==> src/rtl/multicycle_ctl_pkg.sv <==
// Shared opcode, funct3, state and instruction-class encodings for the
// multi-cycle control FSM.
package multicycle_ctl_pkg;

  typedef enum logic [6:0] {
    OP_R = 7'b0110011,
    OP_I = 7'b0010011,
    OP_S = 7'b0100011,
    OP_B = 7'b1100011,
    OP_J = 7'b1101111
  } opcode_e;

  typedef enum logic [2:0] {
    F3_ADD_SUB_BEQ = 3'b000,
    F3_LW_SW       = 3'b010
  } funct3_e;

  typedef enum logic [2:0] {
    ST_IDLE   = 3'd0,
    ST_FETCH  = 3'd1,
    ST_DECODE = 3'd2,
    ST_EXEC   = 3'd3,
    ST_MEM    = 3'd4,
    ST_WB     = 3'd5,
    ST_TRAP   = 3'd6
  } state_e;

  typedef enum logic [2:0] {
    CLS_R   = 3'd0,
    CLS_I   = 3'd1,
    CLS_LD  = 3'd2,
    CLS_ST  = 3'd3,
    CLS_BR  = 3'd4,
    CLS_J   = 3'd5,
    CLS_BAD = 3'd6
  } cls_e;

endpackage

==> src/rtl/multicycle_ctl_if.sv <==
// Control/status bundle between the multi-cycle controller and the datapath.
interface multicycle_ctl_if;
  import multicycle_ctl_pkg::*;

  logic        run;
  opcode_e     opcode;
  funct3_e     funct3;
  logic        zero;
  logic        mem_ready;
  logic        mem_req;
  logic        mem_we;
  logic        mem_addr_sel;
  logic        ir_we;
  logic        pc_we;
  logic        pc_src;
  logic        alu_src_a;
  logic        alu_src_b;
  logic        rf_we;
  logic [1:0]  wb_sel;
  logic        retire;
  logic        trap;
  logic [2:0]  state;

  modport master (
    output run, opcode, funct3, zero, mem_ready,
    input  mem_req, mem_we, mem_addr_sel, ir_we, pc_we, pc_src,
           alu_src_a, alu_src_b, rf_we, wb_sel, retire, trap, state
  );

  modport slave (
    input  run, opcode, funct3, zero, mem_ready,
    output mem_req, mem_we, mem_addr_sel, ir_we, pc_we, pc_src,
           alu_src_a, alu_src_b, rf_we, wb_sel, retire, trap, state
  );
endinterface

==> src/rtl/multicycle_ctl.sv <==
// Multi-cycle main control FSM: FETCH/DECODE/EXEC/MEM/WB sequencing with a
// memory-wait watchdog that parks the core in a sticky TRAP state.
module multicycle_ctl
  import multicycle_ctl_pkg::*;
#(
  parameter int unsigned MEM_TIMEOUT = 255
) (
  input logic             clk,
  input logic             rst_n,
  multicycle_ctl_if.slave bus
);

  localparam int unsigned CNT_W = 8;

  state_e           r_state;
  state_e           w_state_nxt;
  state_e           w_end_nxt;
  cls_e             r_cls;
  cls_e             w_cls_nxt;
  cls_e             w_cls_dec;
  logic [CNT_W-1:0] r_wait_cnt;
  logic             w_waiting;
  logic             w_timeout;

  logic       w_mem_req;
  logic       w_mem_we;
  logic       w_mem_addr_sel;
  logic       w_ir_we;
  logic       w_pc_we;
  logic       w_pc_src;
  logic       w_alu_src_a;
  logic       w_alu_src_b;
  logic       w_rf_we;
  logic [1:0] w_wb_sel;
  logic       w_retire;
  logic       w_trap;

  // Instruction class from the IR fields, only sampled in DECODE
  always_comb begin
    w_cls_dec = CLS_BAD;
    case (bus.opcode)
      OP_R: w_cls_dec = CLS_R;
      OP_I: w_cls_dec = (bus.funct3 == F3_LW_SW) ? CLS_LD : CLS_I;
      OP_S: if (bus.funct3 == F3_LW_SW)       w_cls_dec = CLS_ST;
      OP_B: if (bus.funct3 == F3_ADD_SUB_BEQ) w_cls_dec = CLS_BR;
      OP_J: w_cls_dec = CLS_J;
      default: w_cls_dec = CLS_BAD;
    endcase
  end

  // Counter holds the number of unacknowledged request cycles seen so far
  assign w_waiting = w_mem_req && !bus.mem_ready;
  assign w_timeout = w_waiting && (r_wait_cnt == CNT_W'(MEM_TIMEOUT - 1));
  assign w_end_nxt = bus.run ? ST_FETCH : ST_IDLE;

  always_ff @(posedge clk or negedge rst_n) begin
    if (!rst_n) begin
      r_state    <= ST_IDLE;
      r_cls      <= CLS_BAD;
      r_wait_cnt <= '0;
    end else begin
      r_state    <= w_state_nxt;
      r_cls      <= w_cls_nxt;
      r_wait_cnt <= w_waiting ? (r_wait_cnt + CNT_W'(1)) : '0;
    end
  end

  always_comb begin
    w_state_nxt = r_state;
    w_cls_nxt   = r_cls;
    case (r_state)
      ST_IDLE:  if (bus.run) w_state_nxt = ST_FETCH;
      ST_FETCH: begin
        if (bus.mem_ready)  w_state_nxt = ST_DECODE;
        else if (w_timeout) w_state_nxt = ST_TRAP;
      end
      ST_DECODE: begin
        w_cls_nxt   = w_cls_dec;
        w_state_nxt = (w_cls_dec == CLS_BAD) ? ST_TRAP : ST_EXEC;
      end
      ST_EXEC: begin
        case (r_cls)
          CLS_R, CLS_I:   w_state_nxt = ST_WB;
          CLS_LD, CLS_ST: w_state_nxt = ST_MEM;
          CLS_BR, CLS_J:  w_state_nxt = w_end_nxt;
          default:        w_state_nxt = ST_TRAP;
        endcase
      end
      ST_MEM: begin
        if (bus.mem_ready)  w_state_nxt = (r_cls == CLS_LD) ? ST_WB : w_end_nxt;
        else if (w_timeout) w_state_nxt = ST_TRAP;
      end
      ST_WB:   w_state_nxt = w_end_nxt;
      ST_TRAP: w_state_nxt = ST_TRAP;
      default: w_state_nxt = ST_IDLE;
    endcase
  end

  // Moore decode of state/class; ready and zero only qualify enables and retire
  always_comb begin
    w_mem_req      = 1'b0;
    w_mem_we       = 1'b0;
    w_mem_addr_sel = 1'b0;
    w_ir_we        = 1'b0;
    w_pc_we        = 1'b0;
    w_pc_src       = 1'b0;
    w_alu_src_a    = 1'b0;
    w_alu_src_b    = 1'b0;
    w_rf_we        = 1'b0;
    w_wb_sel       = 2'd0;
    w_retire       = 1'b0;
    w_trap         = 1'b0;
    case (r_state)
      ST_FETCH: begin
        w_mem_req = 1'b1;
        w_ir_we   = bus.mem_ready;
        w_pc_we   = bus.mem_ready;
      end
      ST_EXEC: begin
        case (r_cls)
          CLS_R: w_alu_src_a = 1'b1;
          CLS_I, CLS_LD, CLS_ST: begin
            w_alu_src_a = 1'b1;
            w_alu_src_b = 1'b1;
          end
          CLS_BR: begin
            w_alu_src_a = 1'b1;
            w_pc_src    = 1'b1;
            w_pc_we     = bus.zero;
            w_retire    = 1'b1;
          end
          CLS_J: begin
            w_pc_src = 1'b1;
            w_pc_we  = 1'b1;
            w_rf_we  = 1'b1;
            w_wb_sel = 2'd2;
            w_retire = 1'b1;
          end
          default: ;
        endcase
      end
      ST_MEM: begin
        w_mem_req      = 1'b1;
        w_mem_addr_sel = 1'b1;
        w_mem_we       = (r_cls == CLS_ST);
        w_retire       = (r_cls == CLS_ST) && bus.mem_ready;
      end
      ST_WB: begin
        w_rf_we  = 1'b1;
        w_wb_sel = (r_cls == CLS_LD) ? 2'd1 : 2'd0;
        w_retire = 1'b1;
      end
      ST_TRAP: w_trap = 1'b1;
      default: ;
    endcase
  end

  assign bus.mem_req      = w_mem_req;
  assign bus.mem_we       = w_mem_we;
  assign bus.mem_addr_sel = w_mem_addr_sel;
  assign bus.ir_we        = w_ir_we;
  assign bus.pc_we        = w_pc_we;
  assign bus.pc_src       = w_pc_src;
  assign bus.alu_src_a    = w_alu_src_a;
  assign bus.alu_src_b    = w_alu_src_b;
  assign bus.rf_we        = w_rf_we;
  assign bus.wb_sel       = w_wb_sel;
  assign bus.retire       = w_retire;
  assign bus.trap         = w_trap;
  assign bus.state        = 3'(r_state);

endmodule

==> src/flat_wrapper.sv <==
// flat-port wrapper written by rule: the top's interface ports become plain ports
module multicycle_ctl_flat import multicycle_ctl_pkg::*;
#(
  parameter int unsigned MEM_TIMEOUT = 255
)
  (clk, rst_n, bus_run, bus_opcode, bus_funct3, bus_zero, bus_mem_ready, bus_mem_req, bus_mem_we, bus_mem_addr_sel, bus_ir_we, bus_pc_we, bus_pc_src, bus_alu_src_a, bus_alu_src_b, bus_rf_we, bus_wb_sel, bus_retire, bus_trap, bus_state);
  multicycle_ctl_if bus_i ();
  input logic clk;
  input logic rst_n;
  input wire logic [$bits(bus_i.run)-1:0] bus_run;
  input wire logic [$bits(bus_i.opcode)-1:0] bus_opcode;
  input wire logic [$bits(bus_i.funct3)-1:0] bus_funct3;
  input wire logic [$bits(bus_i.zero)-1:0] bus_zero;
  input wire logic [$bits(bus_i.mem_ready)-1:0] bus_mem_ready;
  output wire logic [$bits(bus_i.mem_req)-1:0] bus_mem_req;
  output wire logic [$bits(bus_i.mem_we)-1:0] bus_mem_we;
  output wire logic [$bits(bus_i.mem_addr_sel)-1:0] bus_mem_addr_sel;
  output wire logic [$bits(bus_i.ir_we)-1:0] bus_ir_we;
  output wire logic [$bits(bus_i.pc_we)-1:0] bus_pc_we;
  output wire logic [$bits(bus_i.pc_src)-1:0] bus_pc_src;
  output wire logic [$bits(bus_i.alu_src_a)-1:0] bus_alu_src_a;
  output wire logic [$bits(bus_i.alu_src_b)-1:0] bus_alu_src_b;
  output wire logic [$bits(bus_i.rf_we)-1:0] bus_rf_we;
  output wire logic [$bits(bus_i.wb_sel)-1:0] bus_wb_sel;
  output wire logic [$bits(bus_i.retire)-1:0] bus_retire;
  output wire logic [$bits(bus_i.trap)-1:0] bus_trap;
  output wire logic [$bits(bus_i.state)-1:0] bus_state;
  assign bus_i.run = bus_run;
  assign bus_i.opcode = bus_opcode;
  assign bus_i.funct3 = bus_funct3;
  assign bus_i.zero = bus_zero;
  assign bus_i.mem_ready = bus_mem_ready;
  assign bus_mem_req = bus_i.mem_req;
  assign bus_mem_we = bus_i.mem_we;
  assign bus_mem_addr_sel = bus_i.mem_addr_sel;
  assign bus_ir_we = bus_i.ir_we;
  assign bus_pc_we = bus_i.pc_we;
  assign bus_pc_src = bus_i.pc_src;
  assign bus_alu_src_a = bus_i.alu_src_a;
  assign bus_alu_src_b = bus_i.alu_src_b;
  assign bus_rf_we = bus_i.rf_we;
  assign bus_wb_sel = bus_i.wb_sel;
  assign bus_retire = bus_i.retire;
  assign bus_trap = bus_i.trap;
  assign bus_state = bus_i.state;
  multicycle_ctl #(.MEM_TIMEOUT(MEM_TIMEOUT)) u_core (.clk(clk), .rst_n(rst_n), .bus(bus_i));
endmodule
==> config.mk <==
export PLATFORM = sky130hd
export DESIGN_NAME = multicycle_ctl_flat
export DESIGN_NICKNAME = d
export VERILOG_FILES = /design/src/rtl/multicycle_ctl_pkg.sv /design/src/rtl/multicycle_ctl_if.sv /design/src/rtl/multicycle_ctl.sv /design/src/flat_wrapper.sv
export SDC_FILE = /design/constraint.sdc
export NUM_CORES = 1
export LEC_CHECK = 0
export CAP_MARGIN = 20
export CORE_MARGIN = 2
export CORE_UTILIZATION = 46
export DETAILED_ROUTE_END_ITERATION = 8
export PLACE_DENSITY = 0.79
export SYNTH_ARGS = -nofsm -noshare
export SYNTH_HDL_FRONTEND = slang
export SYNTH_SLANG_ARGS = --single-unit
==> constraint.sdc <==
create_clock -name clk -period 2.3 [get_ports clk]
set_input_delay 0.23 -clock clk [delete_from_list [all_inputs] [get_ports clk]]
set_output_delay 0.23 -clock clk [all_outputs]
set_load 0.05 [all_outputs]
### Word-level counts from Yosys, hierarchy flattened

Index checks and enable logic that the tools add are counted.

| storage, ports and cells | value |
|---|---|
| register bits after elaboration | 14 |
| bits in latches | 0 |
| RAM bits | 0 |
| ROM bits | 0 |
| input bits | 15 |
| output and inout port bits | 16 |
| word-level logic and storage cells | 70 |
| memories | 0 |

| operators by class | value |
|---|---|
| add/subtract/negate cells | 1 |
| multipliers | 0 |
| divide/modulo/power cells | 0 |
| order comparisons | 0 |
| equal/unequal tests | 20 |
| shift operators | 0 |
| muxes and demuxes | 33 |
| bitwise operators | 0 |
| reduce and logical (&&, ||, !) cells | 13 |

Operators by type and width:

| kind | number |
|---|---|
| $mux W3 | 7 |
| $pmux W3 S7 | 1 |
| $eq A3 B3 Y1 const B | 6 |
| $eq A3 B2 Y1 const B | 5 |
| $pmux W3 S5 | 1 |
| $eq A7 B6 Y1 const B | 2 |
| $eq A7 B7 Y1 const B | 2 |
| $mux W1 | 14 |
| $logic_not A3 Y1 | 3 |
| $pmux W3 S3 | 1 |
| $add A8 B1 Y8 const B | 1 |
| $eq A8 B8 Y1 const B | 1 |
| $mux W8 | 1 |
| $reduce_or A2 Y1 | 4 |
| $eq A7 B5 Y1 const B | 1 |
| $eq A3 B1 Y1 const B | 2 |
| $mux W2 | 3 |
| $pmux W1 S2 | 3 |
| $reduce_or A5 Y1 | 1 |
| $pmux W2 S2 | 1 |
| $logic_and A1 B1 Y1 | 3 |
| $pmux W1 S3 | 1 |
| $reduce_or A3 Y1 | 1 |
| $ne A2 B2 Y1 const B | 1 |
| $logic_not A1 Y1 | 1 |

### Depth between registers and ports, before layout

| logic depth | value |
|---|---|
| word-level depth | 8 |
| mapped depth | 6 |
| depth with buffers taken out | 6 |

### Least setup slack after synthesis

OpenSTA, ideal clock, no wires.

| timing path | value |
|---|---|
| kind | reg2out |
| from | register u_core.r_state[2] (netlist: u_core.bus.state[2]) |
| to | output port bus_retire |
| arrival | 2914 ps |
| required time | 2070 ps |
| slack | -844 ps |
| stages on the path, launching flop included | 6 |
| path buffers | 1 |
| path through | dfrtp_1 clkbuf_1 nand2_1 nor2_1 and4b_1 a22o_1 |

| between the ends | value |
|---|---|
| longest elaborated chain between the ends | 2 |
| elaborated cells on any way between the ends | 4 |
| classes of those cells | eq/ne: 3; mux: 1 |

Ends and longest elaborated chain:

| item | RTL line | RTL |
|---|---|---|
| start, declared | multicycle_ctl.sv:15 | `state_e r_state;` |
| start signal, assigned | multicycle_ctl.sv:62 | `r_state <= w_state_nxt;` |
| $eq A3 B3 Y1 / $eq A3 B2 Y1 (equally long branches) | multicycle_ctl.sv:113 | `case (r_state)` |
| $pmux W1 S3 * | multicycle_ctl.sv:113 |  |
| end, declared | flat_wrapper.sv:25 | `output wire logic [$bits(bus_i.retire)-1:0] bus_retire;` |

Mark *: on every way between the ends. The rest lies on a longest branch, timed or not.

### Worst setup path in the final report

| timing path | value |
|---|---|
| from | register u_core.r_state[1] (netlist: u_core.bus.state[1]) |
| to | output port bus_trap |

| between the ends | value |
|---|---|
| longest elaborated chain between the ends | 2 |

Ends and longest elaborated chain:

| item | RTL line | RTL |
|---|---|---|
| $eq A3 B3 Y1 | multicycle_ctl.sv:113 |  |
| $mux W1 | multicycle_ctl.sv:113 |  |
| end, declared | flat_wrapper.sv:26 | `output wire logic [$bits(bus_i.trap)-1:0] bus_trap;` |

No other way between the ends.

==> metrics.csv <==
metric,value,unit
synthesized area,1000,um^2
FMAX,466,MHz
Clock Skew,8.53,ps
width of the die,50.7,um
vias in the first global route,957,
Port Buf Inserts,30,
"Arr. time, crit path",1910,ps
clk buf depth,2,
H-tree depth,1,
"Slowest-stage cell, CP",clkdlybuf4s50_1,
CP required,2070,ps
CTS tree,done,
Mapped Cells,126,
Setup crit end kind,output pin,
leakage,0.595,nW
Worst path depth,2,
WL/cell,12.9,um
largest area contributor in the netlist,dfrtp_1,
Post-synth EDFFs,0,
RSZ-0062 raised after global routing,false,
Worst Hold Class,in -> async,
"count leader, synth",nor2_1,
largest net degree at the start of global routing,15,
GR Overflow Total,0,
full die area,2570,um^2
P&R area growth vs syn,39.2,%
worst-skew pair later-pin latency,280,ps
"Hold Vio Cnt, Final",0,
TritonRoute pass-1 iters,4,
Final nets,176,
routability cong.,0.830,
Total GRT Usage,20.8,%
synthesis-stage register bit count,14,
I/O pins,31,
CTS Buf Count,3,
Resized cells post-CTS,0,
ys flop type,dfrtp_1,
Max Cap Viol,0,
post-synthesis area per instance,7.95,um^2
Slew @ Worst Pin,654,ps
Remaining DRCs,0,
setup bufs post-CTS,0,
worst r2r src,u_core.r_cls[1],
sequential area share after synthesis,35.2,%
worst vdd rail ir drop,0.000629,V
initial core utilization,50.1,%
number of clock sinks,14,
maximum fanout along the worst path,13,
final setup violating endpoints,0,
post-synthesis async set-or-reset flop share,100,%
register-to-register path setup slack,570,ps
diodes inserted,0,
status,"complete, no violations",
initial antenna violation count,0,
Final HPWL DP,1870,um
critical path cell sequence,and3_1 -> clkdlybuf4s50_1,
fin crit period,2140,ps
hold_buf cts,0,
clock root buffer,clkbuf_4,
core area,2000,um^2
Worst setup SP type,flop,
die height,50.7,um
Syn. warnings,0,
Buf/Inv on CP,1,
PwrDens,935,nW/um^2
Critical Path End,bus_trap,
leading cell types by count after synthesis,"nor2_1 (15), nand2_1 (14), dfrtp_1 (12)",
DR iter-0 viols,16,
sum of negative setup slack,0,ps
layout cells sized above 1,17.1,%
"Distinct cells, synth",36,
fin. max-slew vios,0,
FF-to-FF path depth,5,
final setup margin,155,ps
DRT Wirelength,2390,um
first-pass GRT wire length,4080,um
Slew HR,56.2,%
Tcrit/Tclk final,93.3,%
Critical path origin,u_core.bus.state[1],
Top delay family on crit path,buffers and inverters,
pre-CTS setup slack,278,ps
Setup CP Type,reg -> out,
Critical Path Max Stage Delay,790,ps
Yosys top cell area share,30.0,%
Syn Nets,143,
FF-to-FF End,u_core.bus.state[0],
row count,16,
post-route ant nets,0,
DR vias,1029,
Via density,5.56,
clock-pin slew on the worst setup and hold paths,90,ps
Area contributors post-synth,"dfrtp_1 (30%), nor2_1 (5.6%), dfstp_2 (5.2%), nand2_1 (5.2%), a21oi_1 (4.5%)",
-- cells by family (layout without fill, tap and decap cells) --
family,after synthesis,after routing,synth area share (%)
fa+ha+maj,2,2,2.50
compound gates,29,29,18.5
xor+xnor,5,5,4.37
simple gates,68,68,35.7
flops,14,14,35.2
buf+inv,8,40,3.74
-- worst register-to-register path, delay by kind of cell (launching register included) --
| kind | cells | cell delay (ps) |
|---|---|---|
| AO/OA/AOI/OAI | 3 | 660 |
| flip-flops | 1 | 600 |
| AND/OR/NAND/NOR | 2 | 410 |
-- layout by cell type (no fill, tap or decap), types with 2 or more instances in the layout --
cell              n
a211o_1           2
a21o_1            2
a21oi_1           9
and3_1            5
buf_12            2
buf_4            10
clkbuf_4          3
clkdlybuf4s50_1  20
dfrtp_1          11
dfstp_2           2
ha_1              2
inv_1             4
nand2_1          14
nand2b_1          2
nand3_1           7
nand4_1           2
nor2_1           14
nor2b_1           5
nor3_1            3
nor3b_1           4
o21ai_0           7
or3_1             3
xnor2_1           2
xor2_1            3
-- registers in the layout, summed over array words and instances (netlist names) --
signal,cells
u_core.r_cls,3
u_core.bus.state,3
u_core.r_wait_cnt,8
-- layer usage --
| layer | GRT usage (%) | wire length [um] | up-vias | part of all wire, % |
|---|---|---|---|---|
| met1 | 25.8 | 1070 | 485 | 45 |
| met2 | 36.0 | 1190 | 26 | 50 |
| met4 | 8.11 | 36 | 0 | 1.5 |
| met5 | 0 | 0 | - | 0 |
| met3 | 3.27 | 91 | 4 | 3.8 |
| li1 | - | - | 514 | - |
-- through the flow --
step                      hold WS, ps  util [%]  instance area, um^2  instances  total power [mW]
final                             345      69.7                 1400        185              1.30
after global routing              396      69.7                 1400        185              1.39
after CTS                         368      69.7                 1400        185              1.31
after detailed placement          481      67.9                 1360        181              1.13
after global placement            470      67.9                 1360        181              1.12
after floorplan                 -65.6         -                 1030        126             0.898
-- where the power goes --
part | internal, mW | switching (mW)
clock | 0.0963 | 0.0786
sequential | 0.293 | 0.0909
combinational | 0.278 | 0.468
total | 0.667 | 0.637
-- layout make-up --
cell class,instances,area (um^2)
multi-input cells,104,641
fillers,176,607
flip-flops and latches,14,354
repair buffers,32,315
clock buffers,4,36.3
well taps,27,33.8
inverters,4,15.0
-- how the worst min path moves through the flow --
stage | start | endpoint | slack (ps)
finish | rst_n | u_core.bus.state[1] | 340
global route | rst_n | u_core.r_wait_cnt[5] | 400
CTS | rst_n | u_core.bus.state[1] | 370
detailed placement | u_core.r_wait_cnt[0] | u_core.r_wait_cnt[0] | 480
global placement | u_core.r_wait_cnt[0] | u_core.r_wait_cnt[0] | 470
floorplan | rst_n | u_core.bus.state[0] | -70
No activity file was read; power rests on OpenSTA's default activity.
